`config.mk`:
```
export PLATFORM = sky130hd
export DESIGN_NAME = left_l_shifter
export DESIGN_NICKNAME = d
export VERILOG_FILES = /design/src/rtl/left_l_shifter_pkg.sv /design/src/rtl/left_shift_stage.sv /design/src/rtl/left_l_shifter.sv
export SDC_FILE = /design/constraint.sdc
export NUM_CORES = 1
export LEC_CHECK = 0
export CORE_UTILIZATION = 40
export CTS_CLUSTER_DIAMETER = 30
export DETAILED_ROUTE_END_ITERATION = 10
export PLACE_DENSITY = 0.87
export SETUP_SLACK_MARGIN = 0.1
export SLEW_MARGIN = 40
export SYNTH_ARGS = -nofsm -noshare
export SYNTH_HDL_FRONTEND = slang
export SYNTH_HIERARCHICAL = 1
export SYNTH_SLANG_ARGS = --single-unit
```
`constraint.sdc`:
```
create_clock -name clk -period 7.25 [get_ports clk]
set_input_delay 1.45 -clock clk [delete_from_list [all_inputs] [get_ports clk]]
set_output_delay 1.45 -clock clk [all_outputs]
set_load 0.1 [all_outputs]
```
`src/rtl/left_l_shifter_pkg.sv`:
```
// Shared sizing for the logical left shifter and the stage-distance helper
// used to build its logarithmic barrel.
package left_l_shifter_pkg;

  localparam int unsigned XLEN    = 32'd32;
  localparam int unsigned SHAMT_W = 32'd5;

  function automatic int unsigned stage_dist(input int unsigned k);
    return 32'd1 << k;
  endfunction

endpackage

```
`src/rtl/left_shift_stage.sv`:
```
// One barrel stage: shifts left by a fixed distance when enabled, otherwise
// passes the word through unchanged.
module left_shift_stage
  import left_l_shifter_pkg::*;
#(
  parameter int unsigned WIDTH = XLEN,
  parameter int unsigned SHIFT = 32'd1
) (
  input  logic [WIDTH-1:0] din,
  input  logic             en,
  output logic [WIDTH-1:0] dout
);

  always_comb begin
    dout = din;
    if (en) begin
      dout = din << SHIFT;
    end else begin
      dout = din;
    end
  end

endmodule

```
`src/rtl/left_l_shifter.sv`:
```
// Logical left shifter with RV32I SLL semantics: only the low SHAMT_W bits
// of B select the distance. S is combinational, S_q is its one-cycle copy.
module left_l_shifter
  import left_l_shifter_pkg::*;
#(
  parameter int unsigned XLEN    = left_l_shifter_pkg::XLEN,
  parameter int unsigned SHAMT_W = left_l_shifter_pkg::SHAMT_W
) (
  input  logic            clk,
  input  logic            rst,
  input  logic [XLEN-1:0] A,
  input  logic [XLEN-1:0] B,
  output logic [XLEN-1:0] S,
  output logic [XLEN-1:0] S_q
);

  logic [SHAMT_W-1:0]           shamt_s;
  logic                         unused_b_hi_s;
  logic [SHAMT_W:0][XLEN-1:0]   chain_s;
  logic [XLEN-1:0]              s_q_d;
  logic [XLEN-1:0]              s_q_q;

  // Upper bits of B are architecturally ignored.
  assign shamt_s       = B[SHAMT_W-1:0];
  assign unused_b_hi_s = ^B[XLEN-1:SHAMT_W];

  assign chain_s[0] = A;

  for (genvar k = 0; k < SHAMT_W; k++) begin : g_stage
    left_shift_stage #(
      .WIDTH (XLEN),
      .SHIFT (stage_dist(k))
    ) u_stage (
      .din  (chain_s[k]),
      .en   (shamt_s[k]),
      .dout (chain_s[k+1])
    );
  end

  assign S = chain_s[SHAMT_W];

  always_comb begin
    s_q_d = S;
  end

  always_ff @(posedge clk) begin
    if (rst) begin
      s_q_q <= '0;
    end else begin
      s_q_q <= s_q_d;
    end
  end

  assign S_q = s_q_q;

endmodule

```
==> impl_metrics.yaml, run 1 <==
logic_synthesis:
  synth_top_family_by_area: "multiplexers"
  synth_nets: 311
  syn_area_um2: 3083
  ys_seq_area_share_pct: 20.78
  ys_ff_latch: 32
  synthMuxAreaShare_pct: 57.22
  synth_cell_types: 9
  synthSimpleGateAreaFrac_pct: 12.78
  synth_compound_area_share_pct: 0
  netlist_instances: 245
  syn_area_per_cell_um2: 12.58
  synth_xor_area_share_pct: 0
  yosysWarnings: 6
  synth_fa_ha_area_share_pct: 0
finish:
  fin_cells: 433
  n_fill_cell: 683
  layout-drive-gt1-share_pct: 61.68
  largest_reg_flops: 32
  mostFrequentLayoutCell: "mux2_4"
  stdcell_area_um2: 3709
  area.growth.synth_to_final_pct: 20.29
  final_cell_mix: "mux2_4, buf_2, nor2b_1"
  nets: 399
  antenna_cells: 0
routing:
  dr.pass1.iters: 2
  drc_errors: 0
  wl_per_cell_um: 13.15
  drtIter0Drc: 36
  vias_per_cell: 4.533
  vias: 1963
  ant_nets: 0
  drt-total-wl_um: 5692
global_route:
  grt_util_all_layers_pct: 14.14
  grt_pass1_wl_um: 9487
  grt_overflow: 0
  grt_pass1_vias: 1966
  antenna_found_initial: 0
  grt_max_degree: 33
power:
  p_per_area_nw_per_um2: 219.1
  ir_drop_v: 0.00009281
  power.leakage_uw: 0.001799
floorplanning:
  initial_core_util_pct: 41.83
  die_h_um: 89.79
  die_area_um2: 8062
  rows: 31
  pin_count: 130
  design.core.area_um2: 7370
  chipWidth_um: 89.79
sta:
  rsz0062_at_grt: "false"
  worst_pin_slew_ns: 0.6042
  drv_slew: 0
  slew_headroom_pct: 59.72
  tns_ns: 0
  final_hold_viol_count: 0
  fin_crit_ns: 5.114
  fmax_mhz: 195.6
  finalCritPeriodShare_pct: 70.53
  setup_viol: 0
placement:
  post-place-cells: 425
  hpwl_um: 4870
  placed_cell_area_um2: 3593
  gp_congestion: 0.7427
  portBuffers: 102
worst_setup_path:
  crit_start: "B[0]"
  crit_required_ns: 5.80
  critPathCapture: "S[26]"
  crit_chain: "buf_4 -> mux2_4 -> mux2_4 -> mux2_4 -> mux2_2 -> mux2_2 -> buf_2"
  slowest_stage: "buf_4"
  cp.arrival_ns: 3.66
  critPathMostFrequentCell: "mux2_4"
  crit_fanout: 32
  setup.worst_path.start_class: "input port"
  path_class: "input port to output port"
  end_kind: "output port"
  critical_path.max_stage_delay_ns: 0.42
clock_tree:
  cts-resized-gates: 0
  cts-root-buf: "clkbuf_8"
  cts.clk_slew.worst_paths_ns: 0.06
  clockBufferDepth: 2
  cts_made_buffers: 5
  cts_tree: "done"
  post_cts_buffers: 0
  clkSinkCount: 32
  htree_num_levels: 2
  postCtsHoldBufs: 0
hold_path:
  hold_class: "input port to register"
flow_run:
  maxCapViolations: 0
outcome:
  status: "finished clean"
==> layer usage <==
layer  routed length [um]  track usage, %  up-vias
met5                    0               0        -
met4                   42           4.098        0
met3                  333           2.707        4
met2                 2573           22.88       75
met1                 2742           19.03      864
li1                     -               -     1020
==> per-stage QoR <==
stage | setup WS [ns] | hold WS, ns | total power, uW | util, %
4_1_cts | 1.855 | 1.624 | 821.6 | 50.22
5_1_grt | 2.061 | 1.655 | 850.0 | 50.32
6_report | 2.136 | 1.626 | 812.4 | 50.32
3_5_place_dp | 1.865 | 1.917 | 658.3 | 48.76
2_1_floorplan | 2.088 | 1.522 | 598.8 | -
3_3_place_gp | 1.187 | 2.543 | 685.5 | 53.31
==> power breakdown <==
group	internal [uW]	switching, uW	total [uW]	leakage [uW]
Clock	102	58.7	160	0.0000552
Sequential	188	2.31	190	0.000263
Combinational	149	313	462	0.00148
==> cell usage after synthesis <==
cell / n / area share (%)
mux2_4: 83 / 40
nor2b_1: 63 / 13
mux2_2: 46 / 17
dfxtp_1: 32 / 21
buf_6: 9 / 3.3
buf_12: 7 / 4.5
buf_4: 3 / 0.73
buf_2: 1 / 0.16
buf_8: 1 / 0.49
==> cells by family after synthesis <==
logic type / after synthesis
and+or+nand+nor: 63
muxes: 129
DFF: 32
buffers and inverters: 21
==> layout make-up <==
cell class                      count  area (um2)  area share [%]
Tap cell                           99       123.9           3.340
Multi-Input combinational cell    192        2158           58.20
Clock buffer                        6       72.57           1.957
Clock inverter                      2       35.03          0.9447
Sequential cell                    32       640.6           17.27
Timing Repair Buffer              102       678.2           18.29
==> worst min path at each step <==
stage	cells past startpoint	to	startpoint	slack, ns
finish	2	S_q[23]	rst	1.63
global route	2	S_q[9]	rst	1.65
CTS	2	S_q[23]	rst	1.62
detailed placement	2	S_q[23]	rst	1.92
global placement	5	S_q[27]	B[2]	2.54
floorplan	1	S_q[29]	rst	1.52
==> critical path, delay by kind of cell <==
kind,cells,cell delay [ns]
muxes,5,1.48
buffers and inverters,2,0.72
Note: power is estimated with default switching activity, not from simulation.
==> run 2, diff against run 1 <==
- clock period: 7.25 -> 5.35 ns (I/O delays scaled with it)
==> run 2 against run 1 <==
  * Count of clock-buffer cells in the layout unchanged
  * Critical path depth rose by 1
  * First-iteration DRC count is 31% higher
  * Sequential share of layout area shrank 0.50 points
  * Flip-flop and latch count is the same
  * Design area increased by 3.0%
  * Utilization rose by 1.5 points
  * Total power increased by 38%
  * Combinational power up 40%
  * Routed wire length increased by 1.1%
  * Cell count up 0.46%
  * Non-clock buffer count grew 2
==> impl_metrics.yaml, run 2 (synthesis results as in run 1) <==
finish:
  multi_input_area_um2: 2158
  largest_reg_flops: 32
  mostFrequentLayoutCell: "mux2_4"
  final_cell_mix: "mux2_4, nor2b_1, mux2_2"
  antenna_cells: 0
  n_fill_cell: 664
  regArea_um2: 640.6
  layout-drive-gt1-share_pct: 61.61
  final_util_pct: 51.82
  fin_cells: 435
  nets: 401
  area.growth.synth_to_final_pct: 23.86
global_route:
  grt_pass1_wl_um: 9515
  antenna_found_initial: 0
  grt_util_all_layers_pct: 14.19
  grt_overflow: 0
  grt_pass1_vias: 1938
  grt_max_degree: 33
worst_setup_path:
  slowest_stage: "buf_2"
  cp.depth: 8
  cp.buffers_inverters: 3
  crit_start: "B[0]"
  path_delay_family: "multiplexers"
  cp.arrival_ns: 3.40
  critical_path.max_stage_delay_ns: 0.40
  end_kind: "output port"
  setup.worst_path.start_class: "input port"
  critPathCapture: "S[26]"
  crit_required_ns: 4.28
  critPathMostFrequentCell: "mux2_4"
  crit_fanout: 17
  crit_chain: "buf_2 -> buf_12 -> mux2_4 -> mux2_4 -> mux2_4 -> mux2_2 -> mux2_2 -> buf_4"
  path_class: "input port to output port"
placement:
  gp_congestion: 0.7296
  post-place-cells: 427
  place_ws_ns: 0.8757
  portBuffers: 102
  hpwl_um: 4851
routing:
  wl_per_cell_um: 13.23
  vias_per_cell: 4.579
  vias: 1992
  drc_errors: 0
  ant_nets: 0
  drt-total-wl_um: 5755
  dr.pass1.iters: 4
  drtIter0Drc: 47
sta:
  worst_pin_slew_ns: 0.5518
  finalCritPeriodShare_pct: 83.50
  final_hold_viol_count: 0
  setup_viol: 0
  slew_headroom_pct: 63.22
  drv_slew: 0
  fmax_mhz: 223.9
  setup_ws_ns: 0.8829
  fin_crit_ns: 4.467
  tns_ns: 0
  rsz0062_at_grt: "false"
power:
  ir_drop_v: 0.0001664
  power.total_uw: 1122
  power.leakage_uw: 0.001824
  p_per_area_nw_per_um2: 293.7
clock_tree:
  clockBufferDepth: 2
  cts-root-buf: "clkbuf_8"
  post_cts_buffers: 0
  cts_made_buffers: 5
  cts-resized-gates: 0
  clkSinkCount: 32
  postCtsHoldBufs: 0
  cts_tree: "done"
  htree_num_levels: 2
  cts.clk_slew.worst_paths_ns: 0.06
floorplanning:
  pin_count: 130
  rows: 31
  design.core.area_um2: 7370
  die_area_um2: 8062
  initial_core_util_pct: 41.83
  die_h_um: 89.79
  chipWidth_um: 89.79
flow_run:
  maxCapViolations: 0
hold_path:
  hold_class: "input port to register"
outcome:
  status: "finished clean"
-- run 2: through the flow --
step           hold slack (ns)  cell area, um2
2_1_floorplan            1.142            3083
3_3_place_gp             2.165            3876
3_5_place_dp             1.538            3706
4_1_cts                  1.247            3814
5_1_grt                  1.284            3819
6_report                 1.249            3819
-- run 2: where the power goes --
| group | internal, uW | leakage, uW | total, uW | switching, uW |
|---|---|---|---|---|
| combinational | 219 | 0.00151 | 645 | 426 |
| clock | 138 | 0.0000552 | 219 | 81.0 |
| sequential | 255 | 0.000263 | 258 | 3.02 |
| total | 612 | 0.00182 | 1120 | 510 |
-- run 2: area by class of cell --
cell class                      count  share of cell area [%]
Multi-Input combinational cell    192                   56.52
Timing Repair Buffer              104                   20.64
Sequential cell                    32                   16.78
Tap cell                           99                   3.244
Clock buffer                        6                   1.900
Clock inverter                      2                  0.9174
-- run 2: per-layer routing --
layer,GRT usage [%],wire (um)
met4,4.508,68
met5,0,0
met2,23.14,2591
met3,1.777,297
met1,19.37,2798
-- run 2: worst min-delay path by stage --
stage               startpoint       to  slack (ns)  depth (start not counted)
floorplan                  rst  S_q[29]        1.14                          1
global placement          B[2]  S_q[27]        2.16                          5
detailed placement         rst  S_q[23]        1.54                          2
CTS                        rst  S_q[23]        1.25                          2
global route               rst  S_q[23]        1.28                          2
finish                     rst  S_q[29]        1.25                          2
